--- src/rtl/aes_pkg.sv ---
// Shared types and constants for AES core arbitration.
// Latency: n/a (declarations only).
// Backpressure: n/a.
package aes_pkg;

   // Width of one AES block in bits.
   localparam int AES_BLOCK_W = 128;

   // Default number of RUN cycles allowed before an in-flight block is aborted.
   localparam int AES_DEFAULT_TIMEOUT = 64;

   // Arbiter sequencing states.
   typedef enum logic [1:0] {
      IDLE    = 2'd0,
      LOAD    = 2'd1,
      RUN     = 2'd2,
      RESPOND = 2'd3
   } arb_state_t;

endpackage

--- src/rtl/rr_pick.sv ---
// Round-robin selector: first set request bit searching upward from ptr+1 (mod N).
// Latency: purely combinational.
// Backpressure: none; the caller decides when to register the result.
module rr_pick
   import aes_pkg::*;
#(
   parameter int N  = 4,
   parameter int IW = (N > 1) ? $clog2(N) : 1
) (
   input  logic [N-1:0]  req,
   input  logic [IW-1:0] ptr,
   output logic          vld,
   output logic [IW-1:0] idx
);

   // Walk candidate offsets 1..N after the pointer; the first requesting candidate wins.
   always_comb begin
      vld = 1'b0;
      idx = '0;
      for (int k = 0; k < N; k++) begin
         for (int j = 0; j < N; j++) begin
            if (!vld && req[j] && (j == ((int'(ptr) + 1 + k) % N))) begin
               vld = 1'b1;
               idx = IW'(j);
            end
         end
      end
   end

endmodule

--- src/rtl/aes_core_arbiter.sv ---
// Round-robin sharing of one AES-128 core between NUM_REQ requesters.
// Latency: req_valid -> req_ready 1 cycle, core_enable the cycle after, resp_valid 1 cycle after core_done.
// Backpressure: resp_valid/resp_data hold until resp_ready of the owner; no new grant meanwhile.
module aes_core_arbiter
   import aes_pkg::*;
#(
   parameter int  NUM_REQ        = 4,
   parameter int  BLOCK_W        = AES_BLOCK_W,
   parameter int  TIMEOUT_CYCLES = AES_DEFAULT_TIMEOUT,
   localparam int IDW            = (NUM_REQ > 1) ? $clog2(NUM_REQ) : 1,
   localparam int TW             = (TIMEOUT_CYCLES > 1) ? $clog2(TIMEOUT_CYCLES) : 1
) (
   input  logic                       clk,
   input  logic                       n_rst,
   input  logic [NUM_REQ-1:0]         req_valid,
   input  logic [NUM_REQ*BLOCK_W-1:0] req_data,
   output logic [NUM_REQ-1:0]         req_ready,
   output logic [NUM_REQ-1:0]         resp_valid,
   input  logic [NUM_REQ-1:0]         resp_ready,
   output logic [BLOCK_W-1:0]         resp_data,
   output logic                       core_enable,
   output logic [BLOCK_W-1:0]         core_data_in,
   input  logic                       core_done,
   input  logic [BLOCK_W-1:0]         core_data_out,
   output logic [IDW-1:0]             grant_id,
   output logic                       busy,
   output logic                       timeout_err
);

   arb_state_t           state;
   arb_state_t           state_nxt;
   logic [IDW-1:0]       rr_ptr;
   logic                 pick_vld;
   logic [IDW-1:0]       pick_idx;
   logic [BLOCK_W-1:0]   data_reg;
   logic [BLOCK_W-1:0]   result_reg;
   logic [TW-1:0]        timer;
   logic [BLOCK_W-1:0]   sel_data;
   logic                 sel_valid;
   logic                 sel_resp_ready;
   logic [NUM_REQ-1:0]   grant_oh;
   logic                 run_timeout;

   rr_pick #(
      .N  (NUM_REQ),
      .IW (IDW)
   ) u_pick (
      .req (req_valid),
      .ptr (rr_ptr),
      .vld (pick_vld),
      .idx (pick_idx)
   );

   // Last RUN cycle before abort; core_done in this same cycle still takes priority.
   assign run_timeout = (timer == TW'(TIMEOUT_CYCLES - 1));

   // Route the current owner's request lane, response accept and one-hot mask.
   always_comb begin
      sel_data       = '0;
      sel_valid      = 1'b0;
      sel_resp_ready = 1'b0;
      grant_oh       = '0;
      for (int i = 0; i < NUM_REQ; i++) begin
         if (grant_id == IDW'(i)) begin
            sel_data       = req_data[i*BLOCK_W +: BLOCK_W];
            sel_valid      = req_valid[i];
            sel_resp_ready = resp_ready[i];
            grant_oh[i]    = 1'b1;
         end
      end
   end

   // State register; reset abandons any block in flight.
   always_ff @(posedge clk or negedge n_rst) begin
      if (!n_rst) begin
         state <= IDLE;
      end else begin
         state <= state_nxt;
      end
   end

   // Next-state decision for the grant / load / run / respond sequence.
   always_comb begin
      state_nxt = state;
      case (state)
         IDLE: begin
            if (pick_vld) begin
               state_nxt = LOAD;
            end
         end
         LOAD: begin
            // A requester that withdrew during its accept cycle forfeits the turn.
            state_nxt = sel_valid ? RUN : IDLE;
         end
         RUN: begin
            if (core_done) begin
               state_nxt = RESPOND;
            end else if (run_timeout) begin
               state_nxt = IDLE;
            end
         end
         RESPOND: begin
            if (sel_resp_ready) begin
               state_nxt = IDLE;
            end
         end
         default: state_nxt = IDLE;
      endcase
   end

   // Outputs are decoded from state so that all buses read zero outside their owning state.
   always_comb begin
      req_ready    = '0;
      resp_valid   = '0;
      resp_data    = '0;
      core_enable  = 1'b0;
      core_data_in = '0;
      timeout_err  = 1'b0;
      busy         = (state != IDLE);
      case (state)
         LOAD: begin
            req_ready = grant_oh;
         end
         RUN: begin
            core_enable  = 1'b1;
            core_data_in = data_reg;
            timeout_err  = run_timeout && !core_done;
         end
         RESPOND: begin
            resp_valid = grant_oh;
            resp_data  = result_reg;
         end
         default: begin
         end
      endcase
   end

   // Ownership: capture the winner on leaving IDLE, advance the pointer only on completion or abort.
   always_ff @(posedge clk or negedge n_rst) begin
      if (!n_rst) begin
         grant_id <= '0;
         rr_ptr   <= IDW'(NUM_REQ - 1);
      end else begin
         case (state)
            IDLE: begin
               if (pick_vld) begin
                  grant_id <= pick_idx;
               end
            end
            RUN: begin
               if (!core_done && run_timeout) begin
                  rr_ptr <= grant_id;
               end
            end
            RESPOND: begin
               if (sel_resp_ready) begin
                  rr_ptr <= grant_id;
               end
            end
            default: begin
            end
         endcase
      end
   end

   // Block datapath: plaintext captured on accept, ciphertext captured on core_done.
   always_ff @(posedge clk or negedge n_rst) begin
      if (!n_rst) begin
         data_reg   <= '0;
         result_reg <= '0;
      end else begin
         if (state == LOAD && sel_valid) begin
            data_reg <= sel_data;
         end
         if (state == RUN && core_done) begin
            result_reg <= core_data_out;
         end
      end
   end

   // RUN watchdog: cleared on accept, counts every cycle the core is enabled.
   always_ff @(posedge clk or negedge n_rst) begin
      if (!n_rst) begin
         timer <= '0;
      end else if (state == LOAD) begin
         timer <= '0;
      end else if (state == RUN) begin
         timer <= timer + TW'(1);
      end
   end

endmodule

--- config.mk ---
export PLATFORM = sky130hd
export DESIGN_NAME = aes_core_arbiter
export DESIGN_NICKNAME = d
export VERILOG_FILES = /design/src/rtl/aes_pkg.sv /design/src/rtl/rr_pick.sv /design/src/rtl/aes_core_arbiter.sv
export SDC_FILE = /design/constraint.sdc
export NUM_CORES = 1
export LEC_CHECK = 0
export BUFFER_PORTS_ARGS = -buffer_cell sky130_fd_sc_hd__clkbuf_2
export CORE_AREA = 8 8 350 352
export DETAILED_ROUTE_END_ITERATION = 16
export DIE_AREA = 0 0 358 360
export GPL_TIMING_DRIVEN = 0
export PLACE_DENSITY = 0.37
export SYNTH_ARGS = -nofsm -noshare
export SYNTH_HDL_FRONTEND = slang
export SYNTH_SLANG_ARGS = --single-unit
--- constraint.sdc ---
create_clock -name clk -period 3.5 [get_ports clk]
set_input_delay 0.7 -clock clk [delete_from_list [all_inputs] [get_ports clk]]
set_output_delay 0.7 -clock clk [all_outputs]
set_load 0.01 [all_outputs]
==> impl_metrics.tcl <==
set metrics [dict create \
    status "complete, no violations" \
    drv_cap 0 \
    power_frac_comb 0.456 \
    synth_top_flop_cell "dfrtp_1" \
    final_cell_mix "927 x clkbuf_2, 266 x dfrtp_1, 256 x and2_1" \
    critPathKind "reg -> out" \
    wirelength_um 87700 \
    pwr-share-clk 0.228 \
    cts_tree "yes" \
    clk_pin_slew_ns 0.06 \
    core_area_mm2 0.117 \
    ys_ff_latch 268 \
    cts.path.max_buffers 3 \
    p_per_area_mw_per_mm2 742 \
    arrival_ns 2.63 \
    postSynth.asyncResetShare 1.00 \
    grt_pass1_wl_um 119000 \
    ios 920 \
    min_period_ns 3.33 \
    endpoint_kind "output pin" \
    drv_slew 0 \
    dieWidth_um 358 \
    floorplan.rows 126 \
    vdd_drop_max_mv 0.423 \
    required_ns 2.80 \
    endpoint "core_data_in[8]" \
    wl_per_cell_um 24.3 \
    hp-class "in -> reg" \
    cts_buffers 37 \
    timing.hold.ws_ns 0.353 \
    seq_area_frac_synth 0.443 \
    synth_edf_count 0 \
    grt_max_degree 90 \
    syn_inst 1073 \
    htreeDepth 2 \
    fin_setup_tns_ns 0 \
    cp-startpoint "state[0]" \
    gp_congestion 0.911 \
    track_usage 0.130 \
    rsz0062_at_grt "false" \
    reg2reg_depth 4 \
    grt_pass1_vias 15000 \
    p_seq_frac 0.316 \
    netlist_area_mm2 0.0151 \
    dpl.hpwl_um 76000 \
    vias 13200 \
    cp-start-kind "flop" \
    r2r_setup_slack_ns 0.77 \
    antenna_found_initial 40 \
    drtPass1Iterations 5 \
    die_h_um 360 \
    critPathMaxFanout 10 \
    hold_violations 0 \
    io_buffers 919 \
    drc 0 \
    vias_per_cell 3.67 \
    die_area_mm2 0.129 \
    setup_viol 0 \
    p_leak_nw 11.1 \
    synth_fp_nets 1729 \
    fill_cells 13000 \
    r2r-start "grant_id[1]" \
    ys_types 38 \
    syn_area_per_cell_um2 14.1 \
    p_int_mw 11.2 \
    numClockSinks 268 \
    max-slew-margin-rel 0.102 \
    syn2layout_area_growth_pct 52.2 \
    p_sw_frac 0.347 \
    drt_iter0_drc 672 \
    overflow 0 \
    tightest_slew_ns 1.35 \
    final.setup_skew_ns 0.0220 \
    switching_power_mw 5.93 \
    nets 2689 \
    ant_nets 0 \
    yosys_warnings 0 \
    fmax_mhz 300 \
    final_common_cell "clkbuf_2" \
    r2r_end "data_reg[8]" \
    post-route-period-util 0.951 \
    drive_above_1_share 0.685 \
    initial_core_util 0.129 \
    clk-insertion-delay-late_ns 0.58 \
    cts_root_buffer "clkbuf_16" \
]
[stage by stage]
stage	std cells	power [mW]	util	cell area [µm²]	setup WS, ns
final	3606	17.1	0.197	23000	0.171
after global routing	3599	18.2	0.197	23000	0.000626
after CTS	3593	17.5	0.197	23000	0.0110
after detailed placement	3531	13.5	0.186	21700	-0.166
after global placement	3528	13.4	0.185	21700	-5.12
after floorplan	1073	10.5	-	15100	1.39
[worst min-delay path by stage]
stage | startpoint | end | slack, ns | cells after the start
floorplan | n_rst | data_reg[0] | 0.40 | 0
global placement | data_reg[49] | data_reg[49] | 0.47 | 1
detailed placement | data_reg[57] | data_reg[57] | 0.47 | 1
CTS | core_data_out[73] | result_reg[73] | 0.28 | 2
global route | core_data_out[101] | result_reg[101] | 0.30 | 2
finish | core_data_out[112] | result_reg[112] | 0.35 | 2
[per-layer routing]
metal	up-vias	part of all wire	GRT usage
li1	5822	-	-
met1	6675	0.39	0.149
met2	616	0.49	0.223
met3	118	0.088	0.0468
met4	8	0.031	0.0464
met5	-	0.00043	0
[kinds of logic after synthesis]
family	after synthesis	synth area share
fa+ha+maj	5	0.00413
xor+xnor	2	0.00116
compound gates	18	0.00819
mux	391	0.389
flops	268	0.443
buf+inv	97	0.0361
simple gates	292	0.118
[power by group through the flow]
stage	Sequential [mW]	Clock [mW]	Combinational, mW
CTS	5.40	4.09	8.03
global placement	5.43	0	8.01
finish	5.40	3.89	7.79
detailed placement	5.43	0	8.03
floorplan	5.17	0	5.31
global route	5.60	4.18	8.44
[cell type report]
class	count	area, µm²	area share
inverter	9	33.8	0.00147
timing repair buffer	923	4700	0.204
antenna	13	32.5	0.00141
clock inverter	7	111	0.00484
sequential	268	6710	0.291
clock buffer	56	1120	0.0486
multi-input combinational	708	7880	0.342
tap	1536	1920	0.0834
buffer	86	524	0.0228
[worst max-delay path, cell delays in order (launching register included)]
cell and delay [ns]:
dfrtp_1 0.42, inv_1 0.10, ha_2 0.31, clkbuf_4 0.34, clkbuf_2 0.32, and2_1 0.32, clkbuf_2 0.21
[repair_timing]
item	4_1_cts	5_1_grt
endpoints found under the setup margin	244	1
hold buffers	1	0
buffers inserted	0	0
hold endpoints to repair	21	0
gates resized for setup	14	2
pin swaps	0	0
[synthesized netlist by cell type, types with 3 or more instances]
cell type	n	area (µm²)
clkbuf_1	48	180
nand2_1	9	33.8
nor2_1	11	41.3
inv_1	9	33.8
dfrtp_1	266	6660
buf_2	17	85.1
mux2_4	10	150
o21ai_0	3	15.0
a21oi_1	4	20.0
nand2b_1	4	25.0
mux4_2	129	2910
and3_1	3	18.8
buf_6	20	225
buf_4	3	22.5
mux2_1	11	124
mux2_2	239	2690
and2_1	256	1600
ha_1	5	62.6
(Power assumes the default switching activity.)
